### config.mk
export PLATFORM = sky130hd
export DESIGN_NAME = fetch_queue_unit
export DESIGN_NICKNAME = d
export VERILOG_FILES = /design/src/rtl/fetch_queue_unit.sv
export SDC_FILE = /design/constraint.sdc
export NUM_CORES = 1
export LEC_CHECK = 0
export CORE_MARGIN = 10
export CORE_UTILIZATION = 35
export CTS_CLUSTER_DIAMETER = 80
export DETAILED_ROUTE_END_ITERATION = 8
export GPL_TIMING_DRIVEN = 0
export SYNTH_ARGS = -nofsm -noshare
export SYNTH_HDL_FRONTEND = slang
export SYNTH_SLANG_ARGS = --single-unit
### constraint.sdc
create_clock -name clk -period 4.9 [get_ports clk]
set_input_delay 0.98 -clock clk [delete_from_list [all_inputs] [get_ports clk]]
set_output_delay 0.98 -clock clk [all_outputs]
set_load 0.05 [all_outputs]
### src/rtl/fetch_queue_unit.sv
// Instruction fetch queue: issues sequential fetches, queues in-order responses, handles redirects.
// Optional stall counter enabled by defining FETCH_PERF_CNT_EN.
module fetch_queue_unit #(
  parameter int unsigned     XLEN     = 32,
  parameter int unsigned     DEPTH    = 4,
  parameter logic [XLEN-1:0] RESET_PC = 32'h0000_0000
) (
  input  logic            clk,
  input  logic            reset_n,
  input  logic            redirect_valid,
  input  logic [XLEN-1:0] redirect_pc,
  output logic            mem_req_valid,
  output logic [XLEN-1:0] mem_req_addr,
  input  logic            mem_req_ready,
  input  logic            mem_resp_valid,
  input  logic [31:0]     mem_resp_data,
  output logic            inst_valid,
  output logic [31:0]     inst_data,
  output logic [XLEN-1:0] inst_pc,
  input  logic            inst_ready,
  output logic [31:0]     perf_stall_cnt
);

  localparam int unsigned PtrW = $clog2(DEPTH);
  localparam int unsigned CntW = PtrW + 1;

  logic [XLEN-1:0] fetch_pc_q, fetch_pc_d;
  logic [XLEN-1:0] resp_pc_q, resp_pc_d;
  logic [CntW-1:0] count_q, count_d;
  logic [CntW-1:0] outstanding_q, outstanding_d;
  logic [CntW-1:0] drop_cnt_q, drop_cnt_d;
  logic [PtrW-1:0] head_q, head_d;
  logic [PtrW-1:0] tail_q, tail_d;
  logic [31:0]     data_q [DEPTH];
  logic [XLEN-1:0] pc_q   [DEPTH];

  logic            req_fire, resp_acc, resp_drop, push, pop;
  logic [CntW:0]   in_flight;
  logic [XLEN-1:0] redirect_aligned;

  // Queued entries plus outstanding requests never exceed DEPTH, so pushes cannot overflow.
  assign in_flight        = {1'b0, count_q} + {1'b0, outstanding_q};
  assign mem_req_valid    = reset_n && !redirect_valid && (in_flight < (CntW + 1)'(DEPTH));
  assign mem_req_addr     = fetch_pc_q;
  assign redirect_aligned = redirect_pc & ~XLEN'(3);

  assign req_fire  = mem_req_valid && mem_req_ready;
  assign resp_acc  = mem_resp_valid && (outstanding_q != '0);
  assign resp_drop = resp_acc && (drop_cnt_q != '0);
  assign push      = resp_acc && !resp_drop && !redirect_valid;
  assign pop       = inst_valid && inst_ready;

  assign inst_valid = (count_q != '0);
  assign inst_data  = inst_valid ? data_q[head_q] : '0;
  assign inst_pc    = inst_valid ? pc_q[head_q]   : '0;

  always_comb begin
    fetch_pc_d    = fetch_pc_q;
    resp_pc_d     = resp_pc_q;
    head_d        = head_q;
    tail_d        = tail_q;
    drop_cnt_d    = drop_cnt_q;
    outstanding_d = outstanding_q + CntW'(req_fire) - CntW'(resp_acc);
    count_d       = count_q + CntW'(push) - CntW'(pop);

    if (req_fire)  fetch_pc_d = fetch_pc_q + XLEN'(4);
    if (resp_drop) drop_cnt_d = drop_cnt_q - CntW'(1);
    if (push) begin
      tail_d    = tail_q + PtrW'(1);
      resp_pc_d = resp_pc_q + XLEN'(4);
    end
    if (pop) head_d = head_q + PtrW'(1);

    // Every request still in flight after this cycle belongs to the old stream.
    if (redirect_valid) begin
      fetch_pc_d = redirect_aligned;
      resp_pc_d  = redirect_aligned;
      count_d    = '0;
      head_d     = '0;
      tail_d     = '0;
      drop_cnt_d = outstanding_d;
    end
  end

  always_ff @(posedge clk) begin
    if (!reset_n) begin
      fetch_pc_q    <= RESET_PC;
      resp_pc_q     <= RESET_PC;
      count_q       <= '0;
      outstanding_q <= '0;
      drop_cnt_q    <= '0;
      head_q        <= '0;
      tail_q        <= '0;
    end else begin
      fetch_pc_q    <= fetch_pc_d;
      resp_pc_q     <= resp_pc_d;
      count_q       <= count_d;
      outstanding_q <= outstanding_d;
      drop_cnt_q    <= drop_cnt_d;
      head_q        <= head_d;
      tail_q        <= tail_d;
    end
  end

  always_ff @(posedge clk) begin
    if (reset_n && push) begin
      data_q[tail_q] <= mem_resp_data;
      pc_q[tail_q]   <= resp_pc_q;
    end
  end

`ifdef FETCH_PERF_CNT_EN
  logic [31:0] perf_q, perf_d;

  always_comb begin
    perf_d = perf_q;
    if (!inst_valid && (perf_q != '1)) perf_d = perf_q + 32'd1;
  end

  always_ff @(posedge clk) begin
    if (!reset_n) perf_q <= '0;
    else          perf_q <= perf_d;
  end

  assign perf_stall_cnt = perf_q;
`else
  assign perf_stall_cnt = '0;
`endif

endmodule
==> impl_metrics.tcl, run 1 <==
set metrics [dict create \
    status "finished, final reports clean" \
    antenna_left 0 \
    grt_first_pass_wirelength_um 58100 \
    yosysTopAreaCell "edfxtp_1" \
    clkLatencyLatePin_ns 0.51 \
    syn_inst 1000 \
    die_y_um 221 \
    vdd_drop_max_v 0.000258 \
    grt_overflow_total 0 \
    reg2regPathDepth 15 \
    synth_edf_count 248 \
    r2r-end "drop_cnt_q[2]$_SDFFE_PN0P_" \
    ctsHoldBuffers 0 \
    final_util_pct 44.9 \
    syn2layout_area_growth_pct 26.3 \
    dpl.hpwl_um 25800 \
    layout.nets 1323 \
    wl_per_cell_um 21.0 \
    synth-main-ff-cell "edfxtp_1" \
    syn_avg_cell_area_um2 14.2 \
    grt_max_degree 48 \
    core-area_um2 39900 \
    cp-start-kind "input pin" \
    yosysSeqAreaShare_pct 63.1 \
    fin_crit_ns 4.23 \
    io_pins 200 \
    worst_slew_pin_slew_ns 1.11 \
    synth_area_leaders "edfxtp_1 (52%), dfxtp_1 (11%), mux4_2 (9.8%), and2_1 (3.3%), buf_4 (1.9%)" \
    yosysWarnings 0 \
    gp_congestion 0.907 \
    cts_root_buffer "clkbuf_16" \
    hold_depth 2 \
    final_cells 1790 \
    viasPerCell 5.31 \
    num_vias 9502 \
    cpMaxStageDelayCell "clkdlybuf4s50_1" \
    ys_types 62 \
    grt_use_total_pct 14.8 \
    ff2ff_setup_slack_ns 1.23 \
    timing.final.crit_share_pct 86.3 \
    fmax_mhz 237 \
    slew_headroom_pct 26.1 \
    crit_arrival_ns 3.25 \
    die_w_um 221 \
    postCtsSetupBuffers 0 \
    finalSetupViolCount 0 \
    die_area_um2 49000 \
    clock_skew_ns 0.0104 \
    dp.cells 1724 \
    async_flop_share_pct 0 \
    worstPathCellList "clkdlybuf4s50_1, nand2b_1, clkbuf_1, nor3_1, clkdlybuf4s50_1" \
    holdPathEnd "head_q[1]$_SDFFE_PP0P_" \
    rows 73 \
    syn_area_um2 14200 \
    drive_gt1_share_pct 14.4 \
    cpMostUsedCell "clkdlybuf4s50_1" \
    cts_tree "built" \
    worstReg2RegStart "outstanding_q[2]$_SDFF_PN0_" \
    path_max_fanout 10 \
    drt-total-wl_um 37600 \
    post-route-drc-count 0 \
    clock-sinks 323 \
    firstDrtPassIters 5 \
    cp-end-kind "output port" \
    post-synth-top-count-cell "edfxtp_1" \
    max-clock-path-buffers 3 \
    cp_slowest_stage_delay_ns 0.89 \
    start_util_pct 35.5 \
    numCtsBuffers 36 \
    power_density_nw_per_um2 394 \
    rsz0062_at_grt "false" \
    place_area_um2 16700 \
    yosys-top-cells-count "edfxtp_1 (248), dfxtp_1 (75), and2_1 (74)" \
    required_ns 3.92 \
    finalHoldViolations 0 \
    hold_start "head_q[1]$_SDFFE_PP0P_" \
    synth.top_cell.area_share_pct 52.5 \
    antennaDiodeCount 0 \
    antenna_found_initial 1 \
    fin_area_um2 17900 \
    path_class "input pin to output port" \
    drt-initial-drc-count 843 \
    leakage_nw 5.88 \
    path_clk_slew_ns 0.06 \
    io_buffers 160 \
    synth-seq-cells 323 \
    grt_pass1_vias 9717 \
    htreeDepth 2 \
    cts_resized 0 \
    drv_cap 0 \
    hold_path.class "register to register" \
    finalMaxSlewViolations 0 \
]
worst max-delay path: cells and delay by family:
family | cells | cell delay [ns]
buffers and inverters | 3 | 1.70
and+or+nand+nor | 2 | 0.56
per-layer routing:
layer | wire length, µm | track usage (%) | part of all wire [%]
met5 | 0 | 0 | 0
met4 | 706 | 3.72 | 1.9
met3 | 2940 | 3.55 | 7.8
met1 | 16600 | 20.0 | 44
met2 | 17400 | 23.4 | 46
logic make-up (layout without fill, tap and decap cells):
group	Yosys count	in the layout	share of synthesized area, %
flops	323	323	63.1
compound gates	145	145	7.21
buf+inv	117	347	4.17
other cells	1	36	0.0264
simple gates	318	318	13.0
mux	63	63	9.91
fa+ha+maj	16	16	1.52
xor+xnor	17	17	1.05
cell usage in the layout, fill, tap and decap left out, types with 19 or more instances in the layout:
master	n
edfxtp_1	248
clkdlybuf4s50_1	160
dfxtp_1	75
and2_1	74
mux4_2	62
clkbuf_1	53
nand2_1	44
clkbuf_16	37
buf_4	36
conb_1	36
o21ai_0	34
nor2_1	31
nand4_1	28
nor4_1	25
nand3_1	24
inv_1	19
worst max path at each step:
| stage | startpoint | end | slack [ns] | cells past startpoint |
|---|---|---|---|---|
| after floorplan | reset_n | data_q[0][0]$_DFFE_PP_ | 1.12 | 4 |
| after global placement | reset_n | data_q[0][6]$_DFFE_PP_ | -1.29 | 5 |
| after detailed placement | mem_req_ready | drop_cnt_q[2]$_SDFFE_PN0P_ | 0.45 | 15 |
| after CTS | register | inst_pc[15] | 0.59 | 5 |
| after global routing | register | inst_pc[15] | 0.49 | 5 |
| final | reset_n | mem_req_valid | 0.67 | 5 |
area by class of cell:
cell class / instances / area [µm²]
fillers: 3606 / 22000
well taps: 525 / 657
plain buffers: 96 / 513
clock buffers: 45 / 968
clock inverters: 21 / 248
flip-flops and latches: 323 / 8950
repair buffers: 164 / 1710
inverters: 21 / 78.8
multi-input cells: 595 / 4800
report_power, final:
group | switching [mW] | total (mW) | leakage (nW) | internal [mW]
logic | 0.738 | 1.15 | 2.41 | 0.411
clock network | 1.09 | 2.77 | 0.603 | 1.68
registers | 0.0992 | 3.15 | 2.87 | 3.05
sequential cells by signal, summed over array words and instances (netlist names), named ones only:
name and flops:
pc_q 120, mem_req_addr 30, drop_cnt_q 3, resp_pc_q 30, data_q 128, head_q 2, count_q 3, tail_q 2
outstanding_q 3
stage by stage:
step / setup TNS [ns] / hold slack, ns / setup WS (ns) / power, mW
2_1_floorplan: 0 / 0.485 / 1.12 / 3.94
3_3_place_gp: -310.93 / 0.508 / -1.29 / 4.34
3_5_place_dp: 0 / 0.524 / 0.453 / 4.36
4_1_cts: 0 / 0.548 / 0.589 / 7.14
5_1_grt: 0 / 0.580 / 0.491 / 7.34
6_report: 0 / 0.556 / 0.673 / 7.06
Power figures use the tool's default switching activity.
==> run 2, diff against run 1 <==
--- a/config.mk
+++ b/config.mk
@@ -5,6 +5,7 @@
 export SDC_FILE = /design/constraint.sdc
 export NUM_CORES = 1
 export LEC_CHECK = 0
+export CORE_ASPECT_RATIO = 1.4
 export CORE_MARGIN = 10
 export CORE_UTILIZATION = 35
 export CTS_CLUSTER_DIAMETER = 80
==> run 2 against run 1 <==
Compared with the run above:
- utilization decreased by 0.80 points
- setup slack worse by 0.11 ns
- non-clock buffer count stayed put
- clock skew up 0.0018 ns
- global-route usage is 0.34 points higher
- combinational power barely moved
- sequential cell count stayed put
- sequential share of layout area grew 0.59 points
- sequential power about the same
- design area is 1.2% lower
- critical endpoint is now inst_data[6]
- highest routed layer unchanged
==> impl_metrics.tcl, run 2 (same netlist as run 1, synthesis figures left out) <==
set metrics [dict create \
    dpl.hpwl_um 26300 \
    layout.nets 1318 \
    top_register "data_q" \
    fin_crit_ns 4.34 \
    layout_commonest_cell "edfxtp_1" \
    cp-end-kind "output port" \
    antenna_left 0 \
    drt-initial-drc-count 656 \
    cts_resized 0 \
    final_cell_mix "edfxtp_1 (248), clkdlybuf4s50_1 (160), dfxtp_1 (75)" \
    post-route-drc-count 0 \
    max-clock-path-buffers 3 \
    worst_slew_pin_slew_ns 1.03 \
    clock_skew_ns 0.0122 \
    place_area_um2 16700 \
    core-area_um2 40200 \
    htreeDepth 1 \
    reg2regPathDepth 15 \
    die_area_um2 49100 \
    clock-sinks 323 \
    drv_cap 0 \
    start_util_pct 35.3 \
    final.setup.tns_ns 0 \
    cts_root_buffer "clkbuf_16" \
    status "finished, final reports clean" \
    path_max_fanout 10 \
    rows 87 \
    grt_first_pass_wirelength_um 58400 \
    fmax_mhz 231 \
    whs_ns 0.543 \
    postCtsSetupBuffers 0 \
    clkLatencyLatePin_ns 0.57 \
    slew_headroom_pct 31.5 \
    ctsHoldBuffers 0 \
    fin_area_um2 17700 \
    cts_tree "built" \
    firstDrtPassIters 5 \
    antenna_found_initial 0 \
    antennaDiodeCount 0 \
    die_y_um 258 \
    numCtsBuffers 31 \
    nFillCells 3634 \
    path_clk_slew_ns 0.06 \
    grt_overflow_total 0 \
    finalHoldViolations 0 \
    finalSetupViolCount 0 \
    totalPowerFinal_mw 6.63 \
    crit_arrival_ns 3.36 \
    final_cells 1791 \
    die_w_um 190 \
    largestRegisters "data_q x128, pc_q x120" \
    grt_max_degree 44 \
    path_class "register to output port" \
    viasPerCell 5.27 \
    largest_reg_flops 128 \
    grt_use_total_pct 15.2 \
    leakage_nw 5.75 \
    vdd_drop_max_v 0.000267 \
    hold_depth 2 \
    num_vias 9446 \
    grt_pass1_vias 9849 \
    required_ns 3.92 \
    drive_gt1_share_pct 13.8 \
    finalMaxSlewViolations 0 \
    drt-total-wl_um 38100 \
    wl_per_cell_um 21.3 \
    gp_congestion 0.894 \
    dp.cells 1733 \
    cp-start-kind "register" \
    hold_path.class "register to register" \
    rsz0062_at_grt "false" \
    timing.final.crit_share_pct 88.5 \
    power_density_nw_per_um2 374 \
    io_pins 200 \
    io_buffers 160 \
    syn2layout_area_growth_pct 24.9 \
]
[run 2: cell types whose count changed in the layout (fill, tap and decap cells not counted), sizes merged]
cell	change
bufinv	-4
clkbuf	-1
clkinv	-4
clkinvlp	+5
inv	-4
[run 2: path summary, 6_finish.rpt]
check | endpoint | from | slack (ns)
worst min-delay path | head_q[1]$_SDFFE_PP0P_ | head_q[1]$_SDFFE_PP0P_ | 0.54
worst max-delay path | inst_data[6] | count_q[1]$_SDFF_PP0_ | 0.56
worst max register to register | drop_cnt_q[2]$_SDFFE_PN0P_ | outstanding_q[2]$_SDFF_PN0_ | 1.24
worst min register to register | head_q[1]$_SDFFE_PP0P_ | head_q[1]$_SDFFE_PP0P_ | 0.54
[run 2: power by group]
part	internal, mW	total, mW	switching, mW
logic	0.411	1.15	0.741
clock network	1.31	2.34	1.03
registers	3.05	3.14	0.0965
[run 2: metal layers]
metal / GRT usage [%] / wire length [µm] / part of all wire [%] / up-vias
li1: - / - / - / 4334
met1: 17.9 / 15000 / 39 / 4689
met2: 26.6 / 19600 / 51 / 336
met3: 2.47 / 2110 / 5.5 / 87
met4: 6.75 / 1380 / 3.6 / 0
met5: 0 / 0 / 0 / -
[run 2: layout make-up]
type	instances	area, µm²	share of cell area, %
sequential	323	8950	50.5
inverter	21	78.8	0.445
timing repair buffer	164	1710	9.66
buffer	96	513	2.90
clock inverter	14	113	0.636
tap	534	668	3.77
multi-input combinational	595	4800	27.1
clock buffer	44	885	4.99
[run 2: metrics by stage]
stage	util (%)	setup slack (ns)
2_1_floorplan	-	1.12
3_3_place_gp	41.3	-1.50
3_5_place_dp	41.6	0.427
4_1_cts	44.1	0.326
5_1_grt	44.1	0.297
6_report	44.1	0.562
[run 2: critical path: stages (launching register included)]
cell and delay (ns):
dfxtp_1 0.40, or3_1 0.25, clkbuf_1 0.65, clkbuf_1 0.47, and2_1 0.21, clkdlybuf4s50_1 0.82
==> run 3, diff against run 2 <==
--- a/config.mk
+++ b/config.mk
@@ -7,10 +7,12 @@
 export LEC_CHECK = 0
 export CORE_ASPECT_RATIO = 1.4
 export CORE_MARGIN = 10
-export CORE_UTILIZATION = 35
+export CORE_UTILIZATION = 40
 export CTS_CLUSTER_DIAMETER = 80
 export DETAILED_ROUTE_END_ITERATION = 8
+export GPL_ROUTABILITY_DRIVEN = 1
 export GPL_TIMING_DRIVEN = 0
+export MAX_ROUTING_LAYER = met4
 export SYNTH_ARGS = -nofsm -noshare
 export SYNTH_HDL_FRONTEND = slang
 export SYNTH_SLANG_ARGS = --single-unit
==> run 3 against run 2 <==
Compared with the run above:
- clock power grew 3%
- first-iteration DRC count fell by 26%
- register-to-register slack worse by 0.02 ns
- utilization up 6.4 points
- die area fell by 11%
- non-clock buffer count did not move
- final cell count shrank 4.4%
- critical path depth did not move
- hold slack worse by 0.012 ns
- power is 1.2% higher
- fmax rose by 1.2%
- critical path type unchanged
- largest power group unchanged
==> impl_metrics.tcl, run 3 (same netlist as run 1, synthesis figures left out) <==
set metrics [dict create \
    status "finished, final reports clean" \
    final_cell_mix "edfxtp_1 (248), clkdlybuf4s50_1 (160), dfxtp_1 (75)" \
    grt_overflow_total 0 \
    power_density_nw_per_um2 380 \
    numCtsBuffers 31 \
    critPathTopFamily "buffers and inverters" \
    cts_root_buffer "clkbuf_16" \
    finalMaxSlewViolations 0 \
    die_w_um 179 \
    gp_congestion 0.922 \
    fin_crit_ns 4.29 \
    path_buf_inv 3 \
    worst_slew_pin_slew_ns 1.11 \
    layout.nets 1318 \
    finalHoldViolations 0 \
    antenna_found_initial 0 \
    io_buffers 160 \
    htreeDepth 1 \
    fin_area_um2 17600 \
    cts_tree "built" \
    grt_pass1_vias 9782 \
    nFillCells 3035 \
    finalSetupViolCount 0 \
    drive_gt1_share_pct 13.5 \
    top_register "data_q" \
    clkLatencyLatePin_ns 0.56 \
    dp.cells 1655 \
    worstPathCellList "or3_1, clkbuf_1, clkbuf_1, and2_1, clkdlybuf4s50_1" \
    viasPerCell 5.47 \
    grt_max_degree 44 \
    layout_commonest_cell "edfxtp_1" \
    path_max_fanout 10 \
    clock_skew_ns 0.0106 \
    num_vias 9373 \
    required_ns 3.92 \
    final_util_pct 50.5 \
    syn2layout_area_growth_pct 24.4 \
    die_y_um 243 \
    worst_slack_ns 0.614 \
    postCtsSetupBuffers 0 \
    cpMostUsedCell "clkbuf_1" \
    slew_headroom_pct 25.9 \
    leakage_nw 5.77 \
    largestRegisters "data_q x128, pc_q x120" \
    grt_use_total_pct 17.3 \
    post-route-drc-count 0 \
    vdd_drop_max_v 0.000240 \
    firstDrtPassIters 6 \
    seq_area_um2 8950 \
    ctsHoldBuffers 0 \
    cpMaxStageDelayCell "clkdlybuf4s50_1" \
    dpl.hpwl_um 26000 \
    antennaDiodeCount 0 \
    grt_first_pass_wirelength_um 57100 \
    clock-sinks 323 \
    rows 81 \
    path_class "register to output port" \
    largest_reg_flops 128 \
    drv_cap 0 \
    path_clk_slew_ns 0.06 \
    timing.final.crit_share_pct 87.5 \
    antenna_left 0 \
    drt-total-wl_um 37600 \
    crit_arrival_ns 3.31 \
    final_cells 1713 \
    cp-end-kind "output port" \
    cp-start-kind "register" \
    cts_resized 0 \
    die_area_um2 43500 \
    fmax_mhz 233 \
    drt-initial-drc-count 484 \
    core-area_um2 35000 \
    io_pins 200 \
    pre_cts_ws_ns 0.441 \
    place_area_um2 16600 \
    cp_slowest_stage_delay_ns 0.81 \
    rsz0062_at_grt "false" \
    hold_path.class "register to register" \
    start_util_pct 40.6 \
    multi_input_comb_area_um2 4800 \
    max-clock-path-buffers 3 \
    wl_per_cell_um 21.9 \
]
run 3: changes by cell type in the layout (fill, tap and decap cells not counted):
cell | previous run | this run
clkinvlp_4 | 5 | 2
clkbuf_8 | 6 | 1
clkinvlp_2 | 1 | 0
clkbuf_1 | 55 | 58
clkinv_2 | 3 | 5
inv_6 | 1 | 2
bufinv_16 | 1 | 4
run 3: layout make-up:
| cell class | count | share of cell area (%) |
|---|---|---|
| Timing Repair Buffer | 164 | 9.70 |
| Multi-Input combinational cell | 595 | 27.2 |
| Clock buffer | 42 | 4.69 |
| Inverter | 21 | 0.447 |
| Clock inverter | 16 | 1.10 |
| Tap cell | 456 | 3.23 |
| Sequential cell | 323 | 50.7 |
| Buffer | 96 | 2.91 |
run 3: report_power, final:
part	internal, mW	switching, mW	leakage, nW
Sequential	3.05	0.0966	2.87
Combinational	0.411	0.736	2.41
Clock	1.40	1.02	0.494
Total	4.86	1.85	5.77
run 3: metrics by stage:
| stage | setup TNS, ns | hold WS [ns] | power [mW] |
|---|---|---|---|
| global placement | -367.45 | 0.504 | 4.35 |
| global route | 0 | 0.578 | 6.97 |
| detailed placement | 0 | 0.516 | 4.36 |
| floorplan | 0 | 0.485 | 3.94 |
| CTS | 0 | 0.536 | 6.78 |
| finish | 0 | 0.531 | 6.71 |
run 3: tightest hold or removal path: stages (launching register included):
cell     delay (ns)
dfxtp_1        0.32
xor2_1         0.07
nor2_1         0.10
run 3: routing by layer:
metal  GRT usage (%)  up-vias  wire length (µm)
met1            19.9     4625             14900
met3            1.97       66              1910
li1                -     4337                 -
met5               -        -                 0
met4            6.19        0              1090
met2            30.3      345             19700
run 3: worst paths after layout:
kind	endpoint	slack (ns)	startpoint	cells past startpoint
max	inst_data[7]	0.61	count_q[1]$_SDFF_PP0_	5
min	register	0.53	head_q[1]$_SDFFE_PP0P_	2
max reg2reg	drop_cnt_q[2]$_SDFFE_PN0P_	1.22	outstanding_q[2]$_SDFF_PN0_	15
min reg2reg	register	0.53	head_q[1]$_SDFFE_PP0P_	2
